File: config.mk
export PLATFORM = sky130hd
export DESIGN_NAME = contador_updown_display_flat
export DESIGN_NICKNAME = d
export VERILOG_FILES = /design/src/rtl/contador_updown_display_if.sv /design/src/rtl/contador_updown_display.sv /design/src/flat_wrapper.sv
export SDC_FILE = /design/constraint.sdc
export NUM_CORES = 1
export LEC_CHECK = 0
export ABC_CLOCK_PERIOD_IN_PS = 2300
export BUFFER_PORTS_ARGS = -buffer_cell sky130_fd_sc_hd__buf_4
export CAP_MARGIN = 30
export CORE_MARGIN = 2
export CORE_UTILIZATION = 23
export CTS_CLUSTER_SIZE = 16
export DETAILED_ROUTE_END_ITERATION = 8
export PLACE_DENSITY = 0.49
export SLEW_MARGIN = 40
export SYNTH_ARGS = -nofsm -noshare
export SYNTH_HDL_FRONTEND = slang
export SYNTH_SLANG_ARGS = --single-unit
File: constraint.sdc
create_clock -name clk -period 2.3 [get_ports clk]
set_input_delay 0.345 -clock clk [delete_from_list [all_inputs] [get_ports clk]]
set_output_delay 0.345 -clock clk [all_outputs]
set_load 0.03 [all_outputs]
File: src/rtl/contador_updown_display_if.sv
// Bus for the up/down counter: control strobes and load value in, count, event flags and display drive out.
interface contador_updown_display_if #(
  parameter int N      = 6,
  parameter int DIGITS = 2
);
  logic                  en;
  logic                  up;
  logic                  load;
  logic [N-1:0]          number;
  logic [N-1:0]          contador;
  logic                  wrap_pulse;
  logic                  at_limit;
  logic [7*DIGITS-1:0]   segments;

  modport master (
    output en, up, load, number,
    input  contador, wrap_pulse, at_limit, segments
  );

  modport slave (
    input  en, up, load, number,
    output contador, wrap_pulse, at_limit, segments
  );
endinterface

File: src/rtl/contador_updown_display.sv
// Up/down counter with clamped load, wrap/saturate limits, wrap pulse and a registered
// hex seven-segment decode (active-low, g..a) that lags the count by one cycle.
module contador_updown_display #(
  parameter int N       = 6,
  parameter int MAX_VAL = (1 << N) - 1,
  parameter bit WRAP    = 1'b1,
  parameter int DIGITS  = 2
) (
  input  logic                    clk,
  input  logic                    reset,
  contador_updown_display_if.slave bus
);
  localparam int           EXT_W = 4 * DIGITS;
  localparam logic [N-1:0] MAX_C = N'(MAX_VAL);
  localparam logic [N-1:0] ONE_C = {{(N-1){1'b0}}, 1'b1};

  logic [N-1:0]        contador_r;
  logic                wrap_r;
  logic [7*DIGITS-1:0] segments_r;
  logic [N-1:0]        next_s;
  logic                wrap_s;
  logic [EXT_W-1:0]    ext_s;

  function automatic logic [6:0] hex7(input logic [3:0] v);
    logic [6:0] s;
    case (v)
      4'h0:    s = 7'b1000000;
      4'h1:    s = 7'b1111001;
      4'h2:    s = 7'b0100100;
      4'h3:    s = 7'b0110000;
      4'h4:    s = 7'b0011001;
      4'h5:    s = 7'b0010010;
      4'h6:    s = 7'b0000010;
      4'h7:    s = 7'b1111000;
      4'h8:    s = 7'b0000000;
      4'h9:    s = 7'b0010000;
      4'hA:    s = 7'b0001000;
      4'hB:    s = 7'b0000011;
      4'hC:    s = 7'b1000110;
      4'hD:    s = 7'b0100001;
      4'hE:    s = 7'b0000110;
      4'hF:    s = 7'b0001110;
      default: s = 7'b1111111;
    endcase
    return s;
  endfunction

  // Next-count and wrap-event selection; priority load > en > hold
  always_comb begin
    next_s = contador_r;
    wrap_s = 1'b0;
    if (bus.load) begin
      next_s = (bus.number > MAX_C) ? MAX_C : bus.number;
    end else if (bus.en) begin
      if (contador_r > MAX_C) begin
        next_s = '0;
      end else if (bus.up) begin
        if (contador_r < MAX_C) begin
          next_s = contador_r + ONE_C;
        end else if (WRAP) begin
          next_s = '0;
          wrap_s = 1'b1;
        end else begin
          next_s = contador_r;
        end
      end else begin
        if (contador_r != '0) begin
          next_s = contador_r - ONE_C;
        end else if (WRAP) begin
          next_s = MAX_C;
          wrap_s = 1'b1;
        end else begin
          next_s = contador_r;
        end
      end
    end else begin
      next_s = contador_r;
    end
  end

  // Count and wrap-pulse registers
  always_ff @(posedge clk or posedge reset) begin
    if (reset) begin
      contador_r <= '0;
      wrap_r     <= 1'b0;
    end else begin
      contador_r <= next_s;
      wrap_r     <= wrap_s;
    end
  end

  // Digits above the counter width read as zero
  assign ext_s = EXT_W'(contador_r);

  // Display register decodes the current count, hence one cycle behind it
  always_ff @(posedge clk or posedge reset) begin
    if (reset) begin
      segments_r <= '1;
    end else begin
      for (int i = 0; i < DIGITS; i++) begin
        segments_r[7*i +: 7] <= hex7(ext_s[4*i +: 4]);
      end
    end
  end

  assign bus.contador   = contador_r;
  assign bus.wrap_pulse = wrap_r;
  assign bus.segments   = segments_r;
  assign bus.at_limit   = bus.up ? (contador_r == MAX_C) : (contador_r == '0);
endmodule

File: src/flat_wrapper.sv
// flat-port wrapper written by rule: the top's interface ports become plain ports
module contador_updown_display_flat 
#(
  parameter int N       = 6,
  parameter int MAX_VAL = (1 << N) - 1,
  parameter bit WRAP    = 1'b1,
  parameter int DIGITS  = 2
)
  (clk, reset, bus_en, bus_up, bus_load, bus_number, bus_contador, bus_wrap_pulse, bus_at_limit, bus_segments);
  contador_updown_display_if #(.N(N), .DIGITS(DIGITS)) bus_i ();
  input  logic clk;
  input  logic reset;
  input wire logic [$bits(bus_i.en)-1:0] bus_en;
  input wire logic [$bits(bus_i.up)-1:0] bus_up;
  input wire logic [$bits(bus_i.load)-1:0] bus_load;
  input wire logic [$bits(bus_i.number)-1:0] bus_number;
  output wire logic [$bits(bus_i.contador)-1:0] bus_contador;
  output wire logic [$bits(bus_i.wrap_pulse)-1:0] bus_wrap_pulse;
  output wire logic [$bits(bus_i.at_limit)-1:0] bus_at_limit;
  output wire logic [$bits(bus_i.segments)-1:0] bus_segments;
  assign bus_i.en = bus_en;
  assign bus_i.up = bus_up;
  assign bus_i.load = bus_load;
  assign bus_i.number = bus_number;
  assign bus_contador = bus_i.contador;
  assign bus_wrap_pulse = bus_i.wrap_pulse;
  assign bus_at_limit = bus_i.at_limit;
  assign bus_segments = bus_i.segments;
  contador_updown_display #(.N(N), .MAX_VAL(MAX_VAL), .WRAP(WRAP), .DIGITS(DIGITS)) u_core (.clk(clk), .reset(reset), .bus(bus_i));
endmodule
==> results of run 1 <==
## where the power goes
| group | internal [mW] | switching, mW |
|---|---|---|
| clock | 0.123 | 0.117 |
| combinational | 0.194 | 0.299 |
| sequential | 0.434 | 0.0307 |
| total | 0.751 | 0.446 |
## through the flow
| stage | util | hold slack (ps) | total power, mW | setup WS [ps] |
|---|---|---|---|---|
| 6_report | 0.318 | 90.3 | 1.20 | 86.8 |
| 5_1_grt | 0.318 | 115 | 1.28 | -26.3 |
| 4_1_cts | 0.309 | 269 | 1.20 | 60.9 |
| 3_5_place_dp | 0.300 | 556 | 0.948 | 350 |
| 3_3_place_gp | 0.300 | 523 | 0.947 | 388 |
| 2_1_floorplan | - | 299 | 0.787 | 31.1 |
## registers in the layout, summed over array words and instances, names as in the netlist
name                   flops
u_core.bus.segments       13
u_core.bus.contador        6
u_core.bus.wrap_pulse      1
## critical path, stage by stage (launching register included)
cell and delay (ps):
dfrtp_1 390, inv_2 60, ha_2 180, or4b_4 520
nor3_4 190, nand2b_4 150, buf_6 130
## layer usage
layer | up-vias | track usage | part of all wire
li1 | 534 | - | -
met4 | 0 | 0.0375 | 0.017
met5 | - | 0 | 0
met1 | 545 | 0.147 | 0.47
met3 | 6 | 0.0200 | 0.040
met2 | 39 | 0.174 | 0.47
## final timing paths
kind / from / endpoint / cells after the start
worst min register to register: u_core.bus.contador[5]$_DFFE_PP0P_ / u_core.bus.segments[10]$_DFF_PP1_ / 1
worst max-delay path: u_core.bus.contador[1]$_DFFE_PP0P_ / bus_at_limit / 6
worst min-delay path: reset / u_core.bus.contador[5]$_DFFE_PP0P_ / 2
worst max register to register: u_core.bus.contador[1]$_DFFE_PP0P_ / u_core.bus.contador[2]$_DFFE_PP0P_ / 7
min in group clk: bus_number[4] / u_core.bus.contador[4]$_DFFE_PP0P_ / 3
max in group asynchronous: reset / u_core.bus.segments[8]$_DFF_PP1_ / 2
## layout by cell type (no fill, tap or decap), types with 4 or more instances in the layout
cell     count
a21oi_1     10
buf_4       43
dfrtp_1      7
dfstp_2     13
ha_1         5
nand2_1      7
nand3_1      4
nor2_1       6
nor2b_1      5
nor3_1       5
o21ai_0      9
## logic make-up after synthesis
family,after synthesis,synth area share
flops,20,0.421
compound gates,38,0.194
fa+ha+maj,6,0.0611
mux,4,0.0336
other cells,1,0.00305
simple gates,45,0.219
buf+inv,17,0.0682
## cell type report
| type | count | area share |
|---|---|---|
| Inverter | 4 | 0.00917 |
| Timing Repair Buffer | 44 | 0.204 |
| Clock buffer | 4 | 0.0275 |
| Multi-Input combinational cell | 94 | 0.390 |
| Sequential cell | 20 | 0.316 |
| Tap cell | 70 | 0.0535 |
## timing repair
action	4_1_cts	5_1_grt
hold buffers	0	0
resized for setup	0	5
setup buffers	0	5
endpoints found under the setup margin	0	1
==> impl_metrics.py, run 1 <==
metrics = {
    "outcome": {
        "status": "completed",
    },
    "synth": {
        "synth_common_cells": "dfstp_2, a21oi_1, o21ai_0, clkbuf_1",
        "yosys_warnings": 0,
        "async_reset_ff_frac": 1.00,
        "yosys.area.top_type_share": 0.278,
        "syn_inst": 131,
        "syn_area_um2": 1230,
        "syn_nets": 148,
        "synth-seq-cells": 20,
        "synth_area_leaders": "dfstp_2, dfrtp_1, ha_1",
        "yosysSeqAreaShare": 0.421,
        "synth_edf_count": 0,
        "syn_avg_cell_area_um2": 9.38,
        "yosysMostFrequentCell": "dfstp_2",
        "synth_ff_type": "dfstp_2",
        "synth.distinct_cells": 43,
        "synth_area_leader_cell": "dfstp_2",
    },
    "clock_network": {
        "cts.sinks": 20,
        "root_buffer": "clkbuf_8",
        "clk_pin_slew_ps": 80,
        "clk_path_buf_depth": 2,
        "insertion_delay_ps": 260,
        "numCtsBuffers": 3,
        "cts_max_level": 1,
        "cts_tree": "built",
    },
    "floorplanning": {
        "io_pins": 33,
        "rows": 26,
        "dieArea_um2": 5940,
        "initial_utilization": 0.239,
        "core_area_um2": 5140,
        "die_w_um": 77.1,
        "die_y_um": 77.1,
    },
    "setup_path": {
        "rrSetupSlack_ps": 420,
        "cp.required_ps": 1960,
        "cp-start-kind": "flop",
        "cp-end-kind": "output port",
        "cp.arrival_ps": 1870,
        "cp_max_fo": 5,
        "crit_type": "flop to output port",
    },
    "finish": {
        "multiInputGateArea_um2": 638,
        "final_area_um2": 1640,
        "final_cells": 236,
        "nets": 184,
        "n_fill_cell": 566,
        "drive_gt1_frac": 0.440,
        "antennaDiodeCount": 0,
        "regArea_um2": 517,
        "area_growth_pct": 33.2,
    },
    "detailed_routing": {
        "ant_nets": 0,
        "drtIter0Drc": 50,
        "wire_per_inst_um": 13.4,
        "dr.pass1.iters": 4,
        "route.detailed.drc": 0,
        "vias": 1124,
        "drt_wl_total_mm": 3.16,
        "via_per_inst": 4.76,
    },
    "power_and_ir_drop": {
        "power_density_nw_per_um2": 732,
        "leakage_nw": 0.703,
        "peakVddDrop_mv": 0.315,
    },
    "placement": {
        "placedCellCount": 227,
        "placed_cell_area_um2": 1540,
        "finalWeightedCongestion": 0.804,
        "port_buffers": 32,
        "dpl.hpwl_mm": 2.20,
    },
    "sta": {
        "tns_ps": 0,
        "setup_viol": 0,
        "period_share": 0.962,
        "skew_ps": 14.3,
        "slew_violations": 0,
        "final_hold_viol_count": 0,
        "fmax_mhz": 452,
        "period_minus_slack_ps": 2210,
    },
    "worst_hold_path": {
        "hold_path.class": "primary input to async pin",
    },
    "run": {
        "cap_viol_max_count": 0,
    },
    "global_routing": {
        "grt_pass1_wl_mm": 5.23,
        "antenna_found_initial": 0,
        "grt-ovfl-total": 0,
        "grt_pass1_vias": 1037,
        "grt_max_degree": 27,
        "grt_usage": 0.109,
    },
}
(Power assumes the default switching activity.)
==> run 2, diff against run 1 <==
--- a/config.mk
+++ b/config.mk
@@ -9,9 +9,8 @@
 export BUFFER_PORTS_ARGS = -buffer_cell sky130_fd_sc_hd__buf_4
 export CAP_MARGIN = 30
-export CORE_MARGIN = 2
-export CORE_UTILIZATION = 23
+export CORE_UTILIZATION = 45
 export CTS_CLUSTER_SIZE = 16
 export DETAILED_ROUTE_END_ITERATION = 8
-export PLACE_DENSITY = 0.49
+export PLACE_DENSITY = 0.78
 export SLEW_MARGIN = 40
 export SYNTH_ARGS = -nofsm -noshare
==> constraint.sdc (replaced) <==
create_clock -name clk -period 2.3 [get_ports clk]
set_input_delay 0.345 -clock clk [delete_from_list [all_inputs] [get_ports clk]]
set_output_delay 0.345 -clock clk [all_outputs]
set_load 0.01 [all_outputs]
==> run 2 against run 1 <==
Compared with the run above: final cell count is 19% lower; die area is 50% lower; sequential power is 2% higher; count of clock-buffer cells in the layout stayed put; worst hold slack worse by 46 ps; critical path type unchanged.
==> impl_metrics.py, run 2 (synthesis gave the netlist of run 1 again) <==
metrics = {
    "clock_network": {
        "clk_pin_slew_ps": 110,
        "cts_max_level": 1,
        "cts_tree": "built",
        "cts_hold_repair.buffers": 0,
        "root_buffer": "clkbuf_4",
        "insertion_delay_ps": 310,
        "numCtsBuffers": 3,
        "clk_path_buf_depth": 2,
        "cts.sinks": 20,
    },
    "global_routing": {
        "grt_max_degree": 21,
        "grt_pass1_vias": 936,
        "grt-ovfl-total": 0,
        "grt_usage": 0.196,
        "antenna_found_initial": 0,
        "grt_pass1_wl_mm": 4.09,
    },
    "run": {
        "cap_viol_max_count": 0,
    },
    "finish": {
        "drive_gt1_frac": 0.414,
        "final_common_cell": "buf_4",
        "final_cell_mix": "buf_4, dfstp_2, a21oi_1, o21ai_0",
        "regArea_um2": 517,
        "n_fill_cell": 214,
        "multiInputGateArea_um2": 631,
        "antennaDiodeCount": 0,
        "area_growth_pct": 25.1,
        "nets": 180,
        "largest_register_ffs": 13,
    },
    "floorplanning": {
        "dieArea_um2": 2940,
        "initial_utilization": 0.487,
        "io_pins": 33,
        "die_y_um": 54.3,
        "rows": 18,
        "die_w_um": 54.3,
        "core_area_um2": 2520,
    },
    "sta": {
        "slew_violations": 0,
        "fmax_mhz": 451,
        "setup_viol": 0,
        "tightest_slew_ps": 678,
        "period_share": 0.963,
        "maxSlewHeadroom": 0.545,
        "skew_ps": 5.79,
        "rsz0062_at_grt": "false",
        "period_minus_slack_ps": 2220,
        "final_hold_viol_count": 0,
        "tns_ps": 0,
    },
    "setup_path": {
        "cp-end-kind": "output port",
        "cp.arrival_ps": 1870,
        "max_stage_delay_ps": 380,
        "cp.required_ps": 1960,
        "cp_max_fo": 10,
        "cp-start-kind": "flop",
        "slowest_stage": "or2_2",
        "cp_common_cell": "buf_4",
        "crit_type": "flop to output port",
        "path_cells": "buf_4, ha_1, nand2_1, or2_2, nand2b_1, buf_4",
    },
    "power_and_ir_drop": {
        "leakage_nw": 0.677,
        "peakVddDrop_mv": 0.361,
        "power_density_nw_per_um2": 683,
        "power_mw": 1.05,
    },
    "placement": {
        "dpl.hpwl_mm": 1.74,
        "finalWeightedCongestion": 0.836,
        "port_buffers": 32,
    },
    "detailed_routing": {
        "ant_nets": 0,
        "wire_per_inst_um": 13.5,
        "route.detailed.drc": 0,
        "drtIter0Drc": 30,
        "via_per_inst": 5.63,
        "drt_wl_total_mm": 2.59,
        "vias": 1081,
        "dr.pass1.iters": 4,
    },
    "outcome": {
        "status": "completed",
    },
    "worst_hold_path": {
        "hold_path.class": "primary input to async pin",
    },
}
## run 2: metal layers
layer / track usage / vias to the layer above / part of all wire
met1: 0.248 / 504 / 0.44
met2: 0.319 / 41 / 0.49
met4: 0.0812 / 0 / 0.014
met3: 0.0472 / 5 / 0.056
met5: 0 / - / 0
li1: - / 531 / -
## run 2: cell type report
| type | count | share of cell area |
|---|---|---|
| tap | 30 | 0.0244 |
| clock buffer | 4 | 0.0236 |
| sequential | 20 | 0.336 |
| timing repair buffer | 40 | 0.195 |
| multi-input combinational | 94 | 0.410 |
| inverter | 4 | 0.00977 |
## run 2: stage by stage
step                      hold slack, ps  setup WS (ps)  utilization  cell area (µm²)  std cells
after floorplan                      299            199            -             1230        131
after global placement               501            343        0.588             1480        186
after detailed placement             521            282        0.588             1480        186
after CTS                            174           50.9        0.605             1530        191
after global routing                78.4           2.04        0.609             1540        192
final                               44.4           84.0        0.609             1540        192
## run 2: what timing repair did
| action | 4_1_cts | 5_1_grt |
|---|---|---|
| resized for setup | 1 | 1 |
| pin swaps | 0 | 0 |
| endpoints found under the setup margin | 1 | 1 |
| endpoints found under the hold margin | 0 | 0 |
| setup buffers | 1 | 1 |
## run 2: worst max-delay path: cells and delay by family (launching register included)
kind                       cells  cell delay, ps
DFF                            1             370
and+or+nand+nor                3             630
adders and majority gates      1             270
buffers and inverters          2             290
## run 2: final timing paths
check | end | slack [ps] | start | depth (start not counted)
max in group asynchronous | u_core.bus.segments[1]$_DFF_PP1_ | 1900 | reset | 2
max reg2reg | u_core.bus.contador[0]$_DFFE_PP0P_ | 400 | u_core.bus.contador[1]$_DFFE_PP0P_ | 7
min | u_core.bus.contador[5]$_DFFE_PP0P_ | 40 | reset | 2
max | bus_at_limit | 80 | u_core.bus.contador[1]$_DFFE_PP0P_ | 6
min in group clk | u_core.bus.contador[2]$_DFFE_PP0P_ | 230 | bus_number[2] | 3
min reg2reg | u_core.bus.segments[11]$_DFF_PP1_ | 560 | u_core.bus.contador[4]$_DFFE_PP0P_ | 0
## run 2: report_power, final
part,switching (mW),total [mW],internal [mW]
combinational,0.187,0.369,0.182
clock,0.111,0.207,0.0967
sequential,0.0394,0.473,0.433
